[config.mk]
export PLATFORM = sky130hd
export DESIGN_NAME = prog_tick_timer
export DESIGN_NICKNAME = d
export VERILOG_FILES = /design/src/rtl/timer_pkg.sv /design/src/rtl/tick_prescaler.sv /design/src/rtl/prog_tick_timer.sv
export SDC_FILE = /design/constraint.sdc
export NUM_CORES = 1
export LEC_CHECK = 0
export ABC_CLOCK_PERIOD_IN_PS = 5700
export CELL_PAD_IN_SITES_DETAIL_PLACEMENT = 1
export CELL_PAD_IN_SITES_GLOBAL_PLACEMENT = 1
export CORE_MARGIN = 4
export CORE_UTILIZATION = 40
export CTS_CLUSTER_SIZE = 10
export DETAILED_ROUTE_END_ITERATION = 10
export GPL_TIMING_DRIVEN = 0
export PLACE_DENSITY = 0.77
export SYNTH_ARGS = -nofsm -noshare
export SYNTH_HDL_FRONTEND = slang
export SYNTH_SLANG_ARGS = --single-unit
[constraint.sdc]
create_clock -name clk_in -period 5.7 [get_ports clk_in]
set_input_delay 0.57 -clock clk_in [delete_from_list [all_inputs] [get_ports clk_in]]
set_output_delay 0.57 -clock clk_in [all_outputs]
set_load 0.01 [all_outputs]
[src/rtl/timer_pkg.sv]
// Shared types and constants for the programmable tick timer.
package timer_pkg;

  typedef enum logic [1:0] {
    ST_IDLE    = 2'd0,
    ST_RUN     = 2'd1,
    ST_EXPIRED = 2'd2
  } timer_state_e;

  // Prescaler period of the legacy ripple divider this block replaces
  localparam int unsigned DIV_DEFAULT_LEGACY = 62_500_000;

endpackage

[src/rtl/tick_prescaler.sv]
// Programmable prescaler: holds the terminal count and the running pre-count,
// and flags the enabled cycle on which the count wraps back to zero.
module tick_prescaler #(
  parameter int          DIV_WIDTH   = 26,
  parameter int unsigned DIV_DEFAULT = timer_pkg::DIV_DEFAULT_LEGACY
) (
  input  logic                 clk_in,
  input  logic                 rst,
  input  logic                 i_clear,
  input  logic                 i_count_en,
  input  logic [DIV_WIDTH-1:0] i_div_val,
  output logic                 o_wrap
);

  logic [DIV_WIDTH-1:0] r_div_q;
  logic [DIV_WIDTH-1:0] r_pre_cnt;
  logic [DIV_WIDTH-1:0] w_last;

  // A terminal count of 0 or 1 both mean "wrap on every enabled cycle"
  assign w_last = (r_div_q <= DIV_WIDTH'(1)) ? '0 : r_div_q - DIV_WIDTH'(1);
  assign o_wrap = i_count_en && !i_clear && (r_pre_cnt == w_last);

  always_ff @(posedge clk_in or posedge rst) begin
    if (rst) begin
      r_div_q   <= DIV_WIDTH'(DIV_DEFAULT);
      r_pre_cnt <= '0;
    end else if (i_clear) begin
      r_div_q   <= i_div_val;
      r_pre_cnt <= '0;
    end else if (i_count_en) begin
      r_pre_cnt <= o_wrap ? '0 : r_pre_cnt + DIV_WIDTH'(1);
    end
  end

endmodule

[src/rtl/prog_tick_timer.sv]
// Programmable tick timer: prescaled tick, toggling clk_out, and a tick counter
// that can lock into an EXPIRED state after a programmed number of ticks.
//
//   state      | meaning
//   ST_IDLE    | waiting for restart, counters and outputs held at 0
//   ST_RUN     | prescaler counting while enable is high
//   ST_EXPIRED | tick limit reached, everything held, expired=1
module prog_tick_timer
  import timer_pkg::*;
#(
  parameter int          DIV_WIDTH     = 26,
  parameter int unsigned DIV_DEFAULT   = DIV_DEFAULT_LEGACY,
  parameter int          T_WIDTH       = 8,
  parameter int unsigned LIMIT_DEFAULT = 0,
  parameter int          AUTO_START    = 1
) (
  input  logic                 clk_in,
  input  logic                 rst,
  input  logic                 restart,
  input  logic                 enable,
  input  logic [DIV_WIDTH-1:0] div_val,
  input  logic [T_WIDTH-1:0]   limit_val,
  output logic                 tick,
  output logic                 clk_out,
  output logic [T_WIDTH-1:0]   tick_count,
  output logic                 expired
);

  localparam timer_state_e ST_RESET = (AUTO_START != 0) ? ST_RUN : ST_IDLE;

  timer_state_e        r_state;
  timer_state_e        w_state_nxt;
  logic [T_WIDTH-1:0]  r_limit_q;
  logic                r_tick;
  logic                r_clk_out;
  logic [T_WIDTH-1:0]  r_tick_count;
  logic                r_expired;

  logic                w_count_en;
  logic                w_wrap;
  logic                w_hit_limit;
  logic [T_WIDTH-1:0]  w_tick_count_inc;
  logic                w_tick_nxt;
  logic                w_clk_out_nxt;
  logic [T_WIDTH-1:0]  w_tick_count_nxt;
  logic                w_expired_nxt;

  assign w_count_en       = (r_state == ST_RUN) && enable;
  assign w_tick_count_inc = r_tick_count + T_WIDTH'(1);
  assign w_hit_limit      = (r_limit_q != '0) && (w_tick_count_inc == r_limit_q);

  tick_prescaler #(
    .DIV_WIDTH   (DIV_WIDTH),
    .DIV_DEFAULT (DIV_DEFAULT)
  ) u_prescaler (
    .clk_in     (clk_in),
    .rst        (rst),
    .i_clear    (restart),
    .i_count_en (w_count_en),
    .i_div_val  (div_val),
    .o_wrap     (w_wrap)
  );

  always_ff @(posedge clk_in or posedge rst) begin
    if (rst) begin
      r_state      <= ST_RESET;
      r_limit_q    <= T_WIDTH'(LIMIT_DEFAULT);
      r_tick       <= 1'b0;
      r_clk_out    <= 1'b0;
      r_tick_count <= '0;
      r_expired    <= 1'b0;
    end else begin
      r_state      <= w_state_nxt;
      r_tick       <= w_tick_nxt;
      r_clk_out    <= w_clk_out_nxt;
      r_tick_count <= w_tick_count_nxt;
      r_expired    <= w_expired_nxt;
      if (restart) r_limit_q <= limit_val;
    end
  end

  always_comb begin
    w_state_nxt = r_state;
    if (restart) begin
      w_state_nxt = ST_RUN;
    end else begin
      case (r_state)
        ST_RUN:  if (w_wrap && w_hit_limit) w_state_nxt = ST_EXPIRED;
        default: w_state_nxt = r_state;
      endcase
    end
  end

  // Restart wins over a coincident wrap, so the pending tick is dropped
  always_comb begin
    w_tick_nxt       = 1'b0;
    w_clk_out_nxt    = r_clk_out;
    w_tick_count_nxt = r_tick_count;
    w_expired_nxt    = r_expired;
    if (restart) begin
      w_clk_out_nxt    = 1'b0;
      w_tick_count_nxt = '0;
      w_expired_nxt    = 1'b0;
    end else if (w_wrap) begin
      w_tick_nxt       = 1'b1;
      w_clk_out_nxt    = ~r_clk_out;
      w_tick_count_nxt = w_tick_count_inc;
      if (w_hit_limit) w_expired_nxt = 1'b1;
    end
  end

  assign tick       = r_tick;
  assign clk_out    = r_clk_out;
  assign tick_count = r_tick_count;
  assign expired    = r_expired;

endmodule

==> flow_metrics.env, run 1 <==
export IMPL_synth_cell_types=68
export IMPL_antenna_left=0
export IMPL_post_cts_setup_buffer_count=0
export IMPL_synth_edff_count=0
export IMPL_cp_arrival_ns=4.44
export IMPL_ir_drop_v=0.000214
export IMPL_track_usage=0.240
export IMPL_fp_dieW_um=121
export IMPL_yosysTopAreaCell="dfrtp_1"
export IMPL_path_class="reg2reg"
export IMPL_drc=0
export IMPL_vias=4771
export IMPL_slew_headroom=0.475
export IMPL_drt_iter0_drc=255
export IMPL_topRoutingLayerUsed="met4"
export IMPL_finalSetupViolCount=0
export IMPL_wl_met1_um=7400
export IMPL_dieArea_um2=14600
export IMPL_drt_first_pass_iters=6
export IMPL_min_period_ns=4.18
export IMPL_hold_viol_final=0
export IMPL_tightest_slew_ns=0.787
export IMPL_regArea_um2=1840
export IMPL_clk_path_buf_depth=2
export IMPL_synth_warnings=0
export IMPL_maxCapViolCount=0
export IMPL_wl_per_cell_um=21.3
export IMPL_p_per_area_nw_per_um2=235
export IMPL_antenna_cells=0
export IMPL_critPathBufInv=3
export IMPL_cp_end_kind="register"
export IMPL_fillCellCount=1441
export IMPL_synthCells=559
export IMPL_cpPeakStageDelay_ns=0.70
export IMPL_cts_root_buf="clkbuf_16"
export IMPL_skew_ns=0.00629
export IMPL_async_reset_ff_frac=1.00
export IMPL_place_hpwl_um=12400
export IMPL_multiInputGateArea_um2=3040
export IMPL_clock_fmax_mhz=239
export IMPL_hold_buffers=0
export IMPL_grt_pass1_wl_um=27500
export IMPL_initial_core_util=0.417
export IMPL_ys_ff_latch=73
export IMPL_reg2reg_to="u_prescaler.r_pre_cnt[23]$_DFFE_PP0P_"
export IMPL_htreeDepth=3
export IMPL_ys_seq_area_frac=0.362
export IMPL_p_leak_uw=0.00226
export IMPL_rows=40
export IMPL_cts_sinks=73
export IMPL_place_congestion=0.907
export IMPL_syn_num_nets=601
export IMPL_required_ns=5.96
export IMPL_crit_chain="inv_1, ha_1, o21ba_2, nand4_1, nor2_1, a21oi_1, o21ai_0, nor4_2, nand4_1, buf_2, clkbuf_1, o21ai_0, o21ai_0"
export IMPL_cp_common_cell="o21ai_0"
export IMPL_core_um2=12200
export IMPL_synth_area_leaders="dfrtp_1, mux2_2, dfstp_2"
export IMPL_syn_area_um2=5090
export IMPL_path_clk_slew_ns=0.06
export IMPL_ioPinCount=49
export IMPL_area_growth_pct=20.2
export IMPL_numCtsBuffers=9
export IMPL_postSynthAreaPerCell_um2=9.11
export IMPL_numPortBuffers=47
export IMPL_reg2reg_depth=13
export IMPL_hold_path_class="in2async"
export IMPL_r2r_start="u_prescaler.r_div_q[0]$_DFFE_PP0P_"
export IMPL_timing_final_crit_share=0.733
export IMPL_outcome="finished clean"
export IMPL_drive_above_1_share=0.149
export IMPL_grt_max_degree=60
export IMPL_antenna_found_initial=0
export IMPL_fin_cells=791
export IMPL_yosysTopAreaCellShare=0.290
export IMPL_rsz0062_at_grt="false"
export IMPL_grt_pass1_vias=5046
export IMPL_startpoint_type="register"
export IMPL_slew_viol_final=0
export IMPL_die_y_um=121
export IMPL_fin_tns_setup_ns=0
export IMPL_regToRegSetupSlack_ns=1.52
export IMPL_drt_total_wl_um=16800
export IMPL_nets=660
export IMPL_slowest_stage="nor2_1"
export IMPL_ys_flop_type="dfrtp_1"
export IMPL_dp_cells=775
export IMPL_crit_family="simple AND/OR/NAND/NOR gates"
export IMPL_critical_path_max_fanout=10
export IMPL_gr_total_overflow=0
export IMPL_wl_met2_um=8000
export IMPL_met3_length_um=942
export IMPL_cts_tree="yes"
export IMPL_viasPerCell=6.03
export IMPL_clock_latency_ns=0.35
export IMPL_cts_resized=0
[layout by cell type (no fill, tap or decap), types with 9 or more instances in the layout]
master	count
nand3_1	20
o21ai_0	40
xnor2_1	18
a21oi_1	14
nor4_1	16
dfrtp_1	59
mux2i_1	9
clkbuf_16	9
xor2_1	17
inv_1	11
or3_1	13
and3_1	9
nand4_1	16
nand2b_1	14
nor3_1	16
or4_1	9
mux2_2	34
nor2_1	44
clkdlybuf4s50_1	47
nand2_1	35
dfstp_2	14
clkbuf_1	24
[area by class of cell]
| cell class | count | area share |
|---|---|---|
| multi-input combinational | 437 | 0.496 |
| sequential | 73 | 0.301 |
| timing repair buffer | 48 | 0.0814 |
| clock buffer | 10 | 0.0374 |
| tap | 168 | 0.0343 |
| buffer | 37 | 0.0272 |
| clock inverter | 6 | 0.0147 |
| inverter | 12 | 0.00777 |
[metrics by stage]
| step | power [uW] | instance area, um2 | worst slack, ns | hold WS [ns] | util |
|---|---|---|---|---|---|
| after floorplan | 731 | 5090 | 2.42 | 0.489 | - |
| after global placement | 801 | 5770 | 1.77 | 0.468 | 0.473 |
| after detailed placement | 813 | 5800 | 1.66 | 0.491 | 0.475 |
| after CTS | 1440 | 6120 | 1.61 | 0.497 | 0.501 |
| after global routing | 1490 | 6120 | 1.20 | 0.509 | 0.501 |
| final | 1440 | 6120 | 1.52 | 0.490 | 0.501 |
[layer usage]
metal / vias up / GRT usage
met3: 34 / 0.0529
met5: - / 0
li1: 2204 / -
met1: 2390 / 0.315
met2: 143 / 0.391
met4: 0 / 0.0843
[registers in the layout, indices dropped and copies added (netlist names)]
name,cells
u_prescaler.r_pre_cnt,26
clk_out,1
tick,1
r_state,2
tick_count,8
expired,1
u_prescaler.r_div_q,26
r_limit_q,8
[logic make-up after synthesis]
logic type / count (synthesis) / share of synthesized area
simple gates: 247 / 0.292
compound gates: 107 / 0.137
flops: 73 / 0.362
buf+inv: 49 / 0.0415
mux: 43 / 0.0929
xor+xnor: 36 / 0.0646
fa+ha+maj: 4 / 0.00983
[Yosys cell counts, types with 3 or more instances]
cell type and number:
nand2_1 35, and4_1 4, o31ai_1 3, inv_1 12, nand2b_1 14, nand3_1 20, a22oi_1 5, a21oi_1 14
or4_1 9, dfrtp_1 59, nor2_1 44, nor4_4 4, ha_1 4, dfstp_2 14, o31a_1 3, clkbuf_1 23
mux2_2 34, nand4b_1 3, nand4_1 16, o21ai_0 40, or3_1 13, buf_2 7, buf_1 4, nor4_1 16
nor2b_1 8, mux2i_1 9, xor2_1 17, nand3b_1 8, nor3b_1 5, or4_4 4, a31oi_1 8, o41ai_1 3
nor4b_1 8, and3_1 9, nor3_1 16, xnor2_1 18, o22ai_1 5
[power by group]
group	switching [uW]	total (uW)	internal, uW
logic	117	220	103
registers	37.4	589	551
clock network	243	629	385
[how the worst max path moves through the flow]
stage | cells after the start | to | from | slack, ns
after floorplan | 11 | r_state[0]$_DFFE_PP1P_ | u_prescaler.r_div_q[0]$_DFFE_PP0P_ | 2.42
after global placement | 13 | u_prescaler.r_pre_cnt[2]$_DFFE_PP0P_ | u_prescaler.r_div_q[0]$_DFFE_PP0P_ | 1.77
after detailed placement | 13 | tick_count[1]$_DFFE_PP0P_ | u_prescaler.r_div_q[0]$_DFFE_PP0P_ | 1.66
after CTS | 13 | tick_count[1]$_DFFE_PP0P_ | u_prescaler.r_div_q[0]$_DFFE_PP0P_ | 1.61
after global routing | 13 | u_prescaler.r_pre_cnt[24]$_DFFE_PP0P_ | u_prescaler.r_div_q[0]$_DFFE_PP0P_ | 1.20
final | 13 | u_prescaler.r_pre_cnt[23]$_DFFE_PP0P_ | u_prescaler.r_div_q[0]$_DFFE_PP0P_ | 1.52
Power figures use the tool's default switching activity.
==> run 2: changes to the inputs <==
--- a/config.mk
+++ b/config.mk
@@ -5,7 +5,7 @@
 export SDC_FILE = /design/constraint.sdc
 export NUM_CORES = 1
 export LEC_CHECK = 0
-export ABC_CLOCK_PERIOD_IN_PS = 5700
+export ABC_CLOCK_PERIOD_IN_PS = 3800
 export CELL_PAD_IN_SITES_DETAIL_PLACEMENT = 1
 export CELL_PAD_IN_SITES_GLOBAL_PLACEMENT = 1
 export CORE_MARGIN = 4
@@ -13,7 +13,7 @@
 export CTS_CLUSTER_SIZE = 10
 export DETAILED_ROUTE_END_ITERATION = 10
 export GPL_TIMING_DRIVEN = 0
-export PLACE_DENSITY = 0.77
+export PLACE_DENSITY = 0.8
 export SYNTH_ARGS = -nofsm -noshare
 export SYNTH_HDL_FRONTEND = slang
 export SYNTH_SLANG_ARGS = --single-unit
==> constraint.sdc (replaced) <==
create_clock -name clk_in -period 3.8 [get_ports clk_in]
set_input_delay 0.38 -clock clk_in [delete_from_list [all_inputs] [get_ports clk_in]]
set_output_delay 0.38 -clock clk_in [all_outputs]
set_load 0.01 [all_outputs]
==> run 2 against run 1 <==
Non-clock buffer count grew 14. Worst setup slack lost 1.5 ns. Maximum frequency grew 12%. First-iteration DRC count shrank 3.5%. Global-route usage shrank 0.81 points. Die area is the same. Register-to-register slack lost 1.5 ns. Count of clock-buffer cells in the layout grew 1. Design area grew 4.6%. Sequential share of layout area shrank 1.3 points. Critical path type unchanged. Largest cell class unchanged.
==> flow_metrics.env, run 2 (same netlist as run 1, synthesis figures left out) <==
export IMPL_outcome="finished clean"
export IMPL_power_frac_clock=0.419
export IMPL_power_switching_uw=622
export IMPL_timing_final_crit_share=0.983
export IMPL_p_per_area_nw_per_um2=336
export IMPL_antenna_cells=0
export IMPL_finalInstanceArea_um2=6400
export IMPL_cts_sinks=73
export IMPL_core_um2=12200
export IMPL_hold_viol_final=0
export IMPL_track_usage=0.232
export IMPL_cpPeakStageDelay_ns=0.54
export IMPL_final_common_cell="dfrtp_1"
export IMPL_layout_setup_ws_ns=0.0661
export IMPL_drive_above_1_share=0.212
export IMPL_finalSetupViolCount=0
export IMPL_skew_ns=0.0120
export IMPL_gr_total_overflow=0
export IMPL_grt_pass1_vias=5028
export IMPL_layout_common_cells="dfrtp_1, clkdlybuf4s50_1, nor2_1"
export IMPL_fin_tns_setup_ns=0
export IMPL_numPortBuffers=47
export IMPL_area_growth_pct=25.8
export IMPL_hold_buffers=0
export IMPL_min_period_ns=3.73
export IMPL_startpoint_type="register"
export IMPL_htreeDepth=3
export IMPL_cts_root_buf="clkbuf_16"
export IMPL_path_class="reg2reg"
export IMPL_slew_headroom=0.474
export IMPL_ioPinCount=49
export IMPL_clock_latency_ns=0.35
export IMPL_clk_path_buf_depth=2
export IMPL_grt_max_degree=58
export IMPL_clock_fmax_mhz=268
export IMPL_dp_slack_ns=-0.263
export IMPL_crit_family="simple AND/OR/NAND/NOR gates"
export IMPL_p_comb_frac=0.166
export IMPL_drt_iter0_drc=246
export IMPL_maxCapViolCount=0
export IMPL_cts_tree="yes"
export IMPL_placed_area_um2=5800
export IMPL_cp_arrival_ns=4.02
export IMPL_drt_first_pass_iters=5
export IMPL_viasPerCell=6.18
export IMPL_cp_end_kind="register"
export IMPL_grt_pass1_wl_um=26600
export IMPL_critical_path_max_fanout=10
export IMPL_tightest_slew_ns=0.789
export IMPL_antenna_left=0
export IMPL_rows=40
export IMPL_numCtsBuffers=9
export IMPL_required_ns=4.09
export IMPL_path_clk_slew_ns=0.07
export IMPL_drc=0
export IMPL_wl_per_cell_um=21.7
export IMPL_die_y_um=121
export IMPL_slew_viol_final=0
export IMPL_hold_slack_ns=0.320
export IMPL_antenna_found_initial=0
export IMPL_total_power_uw=2150
export IMPL_nets=674
export IMPL_hold_path_class="in2async"
export IMPL_place_hpwl_um=12000
export IMPL_vias=4974
export IMPL_p_sw_frac=0.289
export IMPL_crit_chain="buf_4, nor4_4, nand3_2, clkbuf_4, o31ai_2, a21oi_1, nor4_1, o31a_1, nand4_1, buf_4, or4_4, a21o_1"
export IMPL_fillCellCount=1410
export IMPL_p_seq_frac=0.414
export IMPL_fp_dieW_um=121
export IMPL_intPower_uw=1530
export IMPL_place_congestion=0.912
export IMPL_slowest_stage="or4_4"
export IMPL_drt_total_wl_um=17500
export IMPL_critPathBufInv=3
export IMPL_ir_drop_v=0.000211
export IMPL_dieArea_um2=14600
export IMPL_cp_common_cell="buf_4"
export IMPL_initial_core_util=0.417
export IMPL_p_leak_uw=0.00236
export IMPL_reg_top3="u_prescaler.r_div_q (26), u_prescaler.r_pre_cnt (26)"
-- run 2: cell count changes in the layout (fill, tap and decap cells not counted), moves of 3 or more --
cell	delta
clkbuf_1	-4
buf_4	+18
buf_2	-4
nor4_1	-3
-- run 2: worst paths after layout --
path                                                         start                            endpoint  slack [ns]  depth (start not counted)
worst max-delay path            u_prescaler.r_div_q[8]$_DFFE_PP0P_              r_state[0]$_DFFE_PP1P_        0.07                         12
worst min register to register                 clk_out$_DFFE_PP0P_                 clk_out$_DFFE_PP0P_        0.48                          1
worst max register to register  u_prescaler.r_div_q[8]$_DFFE_PP0P_              r_state[0]$_DFFE_PP1P_        0.07                         12
max in group asynchronous                                      rst              r_state[0]$_DFFE_PP1P_        2.88                          3
worst min-delay path                                           rst  u_prescaler.r_div_q[9]$_DFFE_PP0P_        0.32                          2
min in group clk_in                            clk_out$_DFFE_PP0P_                 clk_out$_DFFE_PP0P_        0.48                          1
-- run 2: area by class of cell --
cell class	count	area (um2)	area share
buffer	35	181	0.0283
clock buffer	11	243	0.0379
clock inverter	5	62.6	0.00977
inverter	12	47.5	0.00743
multi-input combinational	437	3190	0.499
sequential	73	1850	0.288
tap	168	210	0.0328
timing repair buffer	64	618	0.0965
-- run 2: stage by stage --
stage | instances | util
floorplan | 559 | -
global placement | 774 | 0.473
finish | 805 | 0.524
detailed placement | 775 | 0.475
global route | 805 | 0.524
CTS | 791 | 0.502
-- run 2: per-layer routing --
| metal | vias to the layer above | part of all wire | track usage |
|---|---|---|---|
| li1 | 2230 | - | - |
| met1 | 2544 | 0.42 | 0.304 |
| met2 | 167 | 0.51 | 0.386 |
| met3 | 33 | 0.046 | 0.0388 |
| met4 | 0 | 0.027 | 0.0843 |
| met5 | - | 0 | 0 |
-- run 2: what timing repair did --
item / CTS / global route
setup buffers: 0 / 16
pin swaps: 1 / 12
setup endpoints to repair: 34 / 36
resized for setup: 7 / 37
-- run 2: power by group through the flow --
| stage | Clock (uW) | Sequential [uW] | Combinational, uW |
|---|---|---|---|
| after floorplan | 0 | 875 | 221 |
| after global placement | 0 | 890 | 306 |
| after detailed placement | 0 | 893 | 325 |
| after CTS | 913 | 880 | 331 |
| after global routing | 949 | 897 | 387 |
| final | 901 | 891 | 358 |
